$ cat src/rtl/bob_rd_sched.sv
// Read-port scheduler for the branch-order buffer RAM: arbitrates retire, lookup
// and the exception-recovery walk onto one registered-address read port.
module bob_rd_sched #(
    parameter int ADDR_WIDTH = 6,
    parameter int ADDR_COUNT = 48,
    parameter int STARVE_LIM = 3
) (
    input  logic                  clk,
    input  logic                  rst,
    input  logic                  ret_req,
    input  logic [ADDR_WIDTH-1:0] ret_addr,
    output logic                  ret_gnt,
    input  logic                  lookup_req,
    input  logic [ADDR_WIDTH-1:0] lookup_addr,
    output logic                  lookup_gnt,
    input  logic                  walk_start,
    input  logic [ADDR_WIDTH-1:0] walk_from,
    input  logic [ADDR_WIDTH-1:0] walk_to,
    output logic                  walk_busy,
    output logic                  walk_done,
    output logic                  addr_err,
    output logic                  ram_read_clkEn,
    output logic [ADDR_WIDTH-1:0] ram_read_addr,
    output logic                  rsp_vld,
    output logic [1:0]            rsp_src,
    output logic [ADDR_WIDTH-1:0] rsp_addr
);
    typedef enum logic [1:0] {IDLE, WALK, DONE} state_t;
    localparam logic [1:0] SRC_RET = 2'd0, SRC_LKP = 2'd1, SRC_WALK = 2'd2;
    localparam int SW = $clog2(STARVE_LIM + 1);
    localparam logic [ADDR_WIDTH:0]   CNT  = (ADDR_WIDTH+1)'(ADDR_COUNT);
    localparam logic [ADDR_WIDTH-1:0] LAST = ADDR_WIDTH'(ADDR_COUNT - 1);

    state_t                state, state_nxt;
    logic [ADDR_WIDTH-1:0] ptr, ptr_nxt, to_q;
    logic [SW-1:0]         starve;
    logic [1:0]            gnt_src;
    logic                  walk_gnt;

    // Zero-extend before comparing so ADDR_COUNT == 2**ADDR_WIDTH still works.
    wire ret_in   = {1'b0, ret_addr}    < CNT;
    wire lk_in    = {1'b0, lookup_addr} < CNT;
    wire range_in = ({1'b0, walk_from} < CNT) && ({1'b0, walk_to} < CNT);
    wire ret_ok   = ret_req && ret_in;
    wire lk_ok    = lookup_req && lk_in;
    wire walk_ok  = (state == IDLE) && walk_start && range_in;
    wire starved  = (starve == SW'(STARVE_LIM));

    assign ptr_nxt = (ptr == LAST) ? '0 : ptr + 1'b1;

    always_ff @(posedge clk) begin
        if (rst) state <= IDLE;
        else     state <= state_nxt;
    end

    always_comb begin
        state_nxt = state;
        case (state)
            IDLE:    if (walk_ok) state_nxt = (walk_from == walk_to) ? DONE : WALK;
            WALK:    if (ptr_nxt == to_q) state_nxt = DONE;
            DONE:    state_nxt = IDLE;
            default: state_nxt = IDLE;
        endcase
    end

    always_comb begin
        ret_gnt        = 1'b0;
        lookup_gnt     = 1'b0;
        walk_gnt       = 1'b0;
        ram_read_addr  = '0;
        gnt_src        = SRC_RET;
        walk_busy      = (state != IDLE);
        walk_done      = (state == DONE);
        addr_err       = !rst && ((ret_req && !ret_in) || (lookup_req && !lk_in) ||
                                  ((state == IDLE) && walk_start && !range_in));
        if (!rst) begin
            if (state == WALK) begin
                walk_gnt = 1'b1; ram_read_addr = ptr; gnt_src = SRC_WALK;
            end else if (lk_ok && starved) begin
                lookup_gnt = 1'b1; ram_read_addr = lookup_addr; gnt_src = SRC_LKP;
            end else if (ret_ok) begin
                ret_gnt = 1'b1; ram_read_addr = ret_addr; gnt_src = SRC_RET;
            end else if (lk_ok) begin
                lookup_gnt = 1'b1; ram_read_addr = lookup_addr; gnt_src = SRC_LKP;
            end
        end
        ram_read_clkEn = ret_gnt | lookup_gnt | walk_gnt;
    end

    always_ff @(posedge clk) begin
        if (rst) begin
            ptr  <= '0;
            to_q <= '0;
        end else if (walk_ok) begin
            ptr  <= walk_from;
            to_q <= walk_to;
        end else if (state == WALK) begin
            ptr  <= ptr_nxt;
        end
    end

    // Out-of-range lookups neither count as denials nor reset the count.
    always_ff @(posedge clk) begin
        if (rst)                            starve <= '0;
        else if (lookup_gnt || !lookup_req) starve <= '0;
        else if (lk_ok && state != WALK && !starved) starve <= starve + SW'(1);
    end

    always_ff @(posedge clk) begin
        if (rst) begin
            rsp_vld  <= 1'b0;
            rsp_src  <= SRC_RET;
            rsp_addr <= '0;
        end else begin
            rsp_vld  <= ram_read_clkEn;
            rsp_src  <= gnt_src;
            rsp_addr <= ram_read_addr;
        end
    end
endmodule

$ cat config.mk
export PLATFORM = sky130hd
export DESIGN_NAME = bob_rd_sched
export DESIGN_NICKNAME = d
export VERILOG_FILES = /design/src/rtl/bob_rd_sched.sv
export SDC_FILE = /design/constraint.sdc
export NUM_CORES = 1
export LEC_CHECK = 0
export CAP_MARGIN = 20
export CORE_ASPECT_RATIO = 0.5
export CORE_UTILIZATION = 47
export DETAILED_ROUTE_END_ITERATION = 7
export GPL_TIMING_DRIVEN = 0
export PLACE_DENSITY = 0.9
export SLEW_MARGIN = 10
export SYNTH_ARGS = -nofsm -noshare
export SYNTH_HDL_FRONTEND = slang
export SYNTH_SLANG_ARGS = --single-unit
$ cat constraint.sdc
create_clock -name clk -period 2.95 [get_ports clk]
set_input_delay 0.295 -clock clk [delete_from_list [all_inputs] [get_ports clk]]
set_output_delay 0.295 -clock clk [all_outputs]
set_load 0.005 [all_outputs]
After elaboration in Yosys (flattened, before gate mapping)
Index checks and enable logic that the tools add are counted.
- register bits after elaboration: 25
- input bits: 29
- output and inout bits: 21
- word-level logic and storage cells: 79
- add/subtract/negate cells: 2
- magnitude comparators: 4
- equality and inequality tests: 9
- muxes and demuxes: 27
- bitwise operators: 2
- reductions and logical operators: 27
- operators by type and width (operator ; count):
    2-to-1 mux 6 bit ; 8
    less-than comparator 6 bit (second input constant) ; 4
    2-to-1 mux 1 bit ; 14
    == test 6 bit ; 2
    logical AND 1 bit ; 12
    2-to-1 mux 2 bit ; 4
    adder 6 x 1 -> 6 bit (second input constant) ; 1
    == test 6 bit (second input constant) ; 1
    zero test 1 bit ; 6
    == test 2 bit (second input constant) ; 2
    != test 2 bit (second input constant) ; 2
    one-hot mux 2 bit (2 select lines) ; 1
    nonzero test 2 bit ; 2
    OR reduction 2 bit ; 2
    logical OR 1 bit ; 3
    adder 2 x 1 -> 2 bit (second input constant) ; 1
    == test 2 x 1 -> 1 bit (second input constant) ; 1
    zero test 2 bit ; 1
    != test 2 x 1 -> 1 bit (second input constant) ; 1
    OR 1 bit ; 2
    AND reduction 2 bit ; 1

Longest topological paths before layout
- depth after elaboration: 9
- depth in mapped cells: 7
- depth with buffers taken out: 7

Worst setup path before layout
No wires, ideal clock.
- path type: register to register
- start point: reg ptr[0]
- end point: reg state[0]
- library setup time: 130 ps
- data arrival time: 1892 ps
- data required time: 2820 ps
- setup slack: 928 ps
- cell stages (with the launch flop): 8
- buffers on the path: 0
- clock period less this slack: 2022 ps
- cell sequence: dfxtp_1 -> ha_1 -> nand3_2 -> or3b_4 -> a311oi_2 -> nand4_1 -> o31ai_1 -> o31ai_1
- cells in the longest elaborated chain, start to end: 5
- elaborated cells between the ends (all ways): 6
- those cells by class: add/sub (1); eq/ne (3); mux (1); reduce/logical (1)
- ends and longest elaborated chain (item ; RTL line ; text):
    start: declaration ; 35 ; logic [ADDR_WIDTH-1:0] ptr, ptr_nxt, to_q;
    start signal: assignment ; 95 ; ptr <= walk_from;
    start signal: assignment ; 98 ; ptr <= ptr_nxt;
    adder 6 x 1 -> 6 bit / == test 6 bit (equally long branches) ; 49 ; assign ptr_nxt = (ptr == LAST) ? '0 : ptr + 1'b1;
    2-to-1 mux 6 bit (*) ; 49 ;
    == test 6 bit (*) ; 60 ; WALK: if (ptr_nxt == to_q) state_nxt = DONE;
    != test 2 bit (no line) (*) ; n/a ;
    AND reduction 2 bit (no line) (*) ; n/a ;
    end signal: assignment ; 53 ; else state <= state_nxt;
    end: declaration ; 34 ; state_t state, state_nxt;
Every way passes the cells marked *; elsewhere a longest branch is shown, timed or not.
A chain may end at the register's enable or synchronous reset.

Worst setup path in the final report
- start point: reg state[1]
- end point: out ram_read_addr[2]
- cells in the longest elaborated chain, start to end: 3
- ends and longest elaborated chain (item ; RTL line ; text):
    == test 2 x 1 -> 1 bit ; 77 ; if (state == WALK) begin
    2-to-1 mux 6 bit ; 77 ;
    2-to-1 mux 6 bit ; 76 ; if (!rst) begin
    end: declaration ; 23 ; output logic [ADDR_WIDTH-1:0] ram_read_addr,
No other way between the ends.

==> summary.md <==
| Metric | Value |
|---|---|
| Final ANT Viol Nets | 0 |
| Uppermost layer routed | met4 |
| Clock Latency Late Sink | 0.27 ns |
| F_max | approximately 370 MHz |
| Nets | 257 |
| Hold depth | 2 |
| Top_reg_cell synth | dfxtp_1 |
| Met1 Wirelength | 1728 um |
| Register bit count reported by yosys | 25 |
| Buffers and inverters on the worst path | 1 |
| Area share of fa/ha/maj cells after synthesis | 1.818% |
| Gate Count Post-Synth | 173 |
| Largest net degree at the start of global routing | 14 |
| Min-Delay Path Class | flip-flop to flip-flop |
| Post-synth ARST share | 0% |
| Initial Utilization | 51.28% |
| Most frequent CP cell | nand2b_1 |
| Clock slew at reported path FFs | 0.08 ns |
| Outcome | finished clean |
| Antenna cells | 0 |
| Clock Root Buffer | clkbuf_8 |
| DRT Pass-1 Iters | 4 |
| Synth cell types | 39 |
| Worst R2R Path Depth | 7 |
| Setup ws final | 0.2611 ns |
| Crit-path max FO | 7 |
| Initial antenna violation count | 0 |
| Number of global-route vias before repair | between 1000 and 1500 |
| Detail Placement HPWL | 2930 um |
| Clock buffer depth | 2 |
| CP Capture Type | output pin |
| TritonCTS clock tree | built |
| CTS Buf Count | 3 |
| Synth Cell Area | 0.001376 mm2 |
| Pleak | between 0.0007 and 0.0008 uW |
| Crit start category | flip-flop |
| Max incr delay on CP | 0.50 ns |
| YS warnings | 0 |
| # rows | 13 |
| Number of synthesized flops with an enable pin | 0 |
| Design area | 0.001972 mm2 |
| H-tree depth | 1 |
| Share of layout cells above drive strength 1 | 5.333% |
| R2r startpoint | ptr[0]$_SDFFE_PP0P_ |
| Cell breakdown of the critical path | nand2b_1 > nand2b_1 > a311oi_4 > a22oi_1 > nand2_1 > clkdlybuf4s50_1 |
| Delay-heaviest family, CP | simple AND/OR/NAND/NOR gates |
| PD cells | 423.9 mW/mm2 |
| Area post-placement | 0.001913 mm2 |
| DR WL met2 | 1714 um |
| Min-delay src | to_q[3]$_SDFFE_PP0P_ |
| Count of input and output buffers | 49 |
| Drt wl/cell | 14.33 um |
| GRT Overall Usage | 24.66% |
| Via count | 1471 |
| XOR/XNOR Fraction of Synth Area | 7.000% |
| Peak supply drop | 309.2 uV |
| Share of the synthesized area in the top cell type | a little over a third |
| Hold path endpoint | to_q[3]$_SDFFE_PP0P_ |
| Slowest-stage cell, CP | clkdlybuf4s50_1 |
| Crit Path Category | flip-flop to output pin |
| Cts hold-fix bufs | 0 |
| Compound-Gate Fraction of Synth Area | a little under a quarter |
| Final setup fails | 0 |
| Drt total wl | 3754 um |
| DIE AREA | 0.003162 mm2 |
| Synth area leaders | dfxtp_1 36%, nand2_1 10%, xnor2_1 5.1%, a21oi_1 4.4%, a22oi_1 4.4% |
| Clock tree sinks | 25 |
| Area delta synth->final | 43.27% |
| Setup slack, reg-to-reg | between 0.5 and 0.6 ns |
| CP Launch Point | state[1]$_SDFFE_PP0P_ |
| First-pass GRT wire length | about 5700 um |
| Fin. max-slew vios | 0 |
| Via-to-Cell Ratio | 5.615 |
| Post-synthesis mux area share | 0.7273% |
| Slew Limit Headroom | 61.79% |
| Worst-margin pin slew | 0.5660 ns |
| Die H | 40.27 um |
| Met3 wire length | ~240 um |
| Grt ovf | 0 |
| Initial DRC Count | 66 |
| RR Endpoint | state[0]$_SDFFE_PP0P_ |
| Cell taking the most area after synthesis | dfxtp_1 |
| Post-CTS Setup Repair Bufs | 0 |
| Critical Path RT | 2.65 ns |
| Max-Cap Viols | 0 |
| Routability Congestion | 0.9188 |
| Final Cycle Share | between 90 and 100% |
| Post-route DRC | 0 |
| Max Clock Skew | 0.005307 ns |
| Die span in x | 78.53 um |
| Pre-CTS setup slack | approximately 0.37 ns |
| Syn avg cell area | 7.956 um2 |
| Total core area | 0.002684 mm2 |
| CP arrival | 2.39 ns |
| Sequential area share after synthesis | a little over a third |
| Post-Syn Nets | just over 200 |
| Main combinational cell family by area after synthesis | simple AND/OR/NAND/NOR gates |
| Hold Vio Cnt, Final | 0 |
| Ports | 50 |
| RSZ-0062 raised after global routing | no |
| Setup TNS | 0 ns |
| Tmin final | 2.689 ns |
| Area share of and/or/nand/nor cells after synthesis | 27.09% |
area by class of cell:
cell class,instances,area (um2)
clock buffer,4,45.04
multi-input combinational,136,840.8
tap,37,46.29
fill,216,711.9
inverter,4,15.01
timing repair buffer,49,490.5
buffer,7,33.78
sequential,25,500.5
metal layers:
metal	GRT usage, %	vias up
li1	-	728
met1	31.94	672
met2	41.52	61
met3	5.227	10
met4	10.19	0
met5	0	-
sequential cells by signal, summed over array words and instances, names as in the netlist:
name,flops
rsp_src,2
starve,2
state,2
ptr,6
rsp_addr,6
rsp_vld,1
to_q,6
Yosys cell counts, types with 2 or more instances:
| cell type | count |
|---|---|
| nand2_1 | 38 |
| dfxtp_1 | 25 |
| nor2_1 | 14 |
| a21oi_1 | 12 |
| a22oi_1 | 8 |
| xnor2_1 | 8 |
| clkbuf_1 | 6 |
| nand3_1 | 5 |
| nor3_1 | 5 |
| a31oi_1 | 4 |
| inv_1 | 4 |
| nand2b_1 | 3 |
| nor2b_1 | 3 |
| o31ai_1 | 3 |
| xor2_1 | 3 |
| a222oi_1 | 2 |
| a311oi_2 | 2 |
| buf_4 | 2 |
| ha_1 | 2 |
| nand3b_1 | 2 |
| nand4_1 | 2 |
| o211ai_1 | 2 |
| o311ai_0 | 2 |
where the power goes:
part | switching, uW | internal [uW]
Sequential | 18.0 | 362
Clock | 104 | 96.7
Combinational | 122 | 132
worst min-delay path, stage by stage, from the launching register on:
cell	delay, ns
dfxtp_1	0.33
nand2_1	0.06
a21oi_1	0.05
worst max-delay path by stage:
stage,end,depth (start not counted)
2_1_floorplan,state[0]$_SDFFE_PP0P_,7
3_3_place_gp,ram_read_addr[1],8
3_5_place_dp,ram_read_addr[3],7
4_1_cts,ram_read_addr[3],7
5_1_grt,ram_read_addr[0],6
6_report,ram_read_addr[2],6
what timing repair did:
action                     in CTS  in global routing
resized for setup               0                  2
hold endpoints to repair        0                  0
setup endpoints to repair       0                  6
layout by cell type, fill, tap and decap left out, types with 4 or more instances in the layout:
master,instances
a31oi_1,4
nor2_1,14
xnor2_1,8
clkbuf_1,6
nor3_1,5
a22oi_1,8
clkdlybuf4s50_1,49
inv_1,4
nand2_1,38
a21oi_1,12
dfxtp_1,25
nand3_1,5
through the flow:
step                hold slack, ns  instances  total power [uW]  utilization (%)
floorplan                   0.4310        173             516.0                -
global placement            0.4692        259             630.3            71.28
detailed placement          0.4767        259             637.8            71.28
CTS                         0.4886        263             836.3            72.96
finish                      0.4845        262             835.8            73.47
global route                0.5028        262             882.0            73.47
cells by family (layout without fill, tap and decap cells):
logic type	count (synthesis)	count (layout)
AOI/OAI and AO/OA	43	43
xor gates and xnor gates	11	11
adders and majority gates	2	2
buffers and inverters	12	64
DFF	25	25
muxes	1	1
and+or+nand+nor	79	79
No activity file was read; power rests on OpenSTA's default activity.
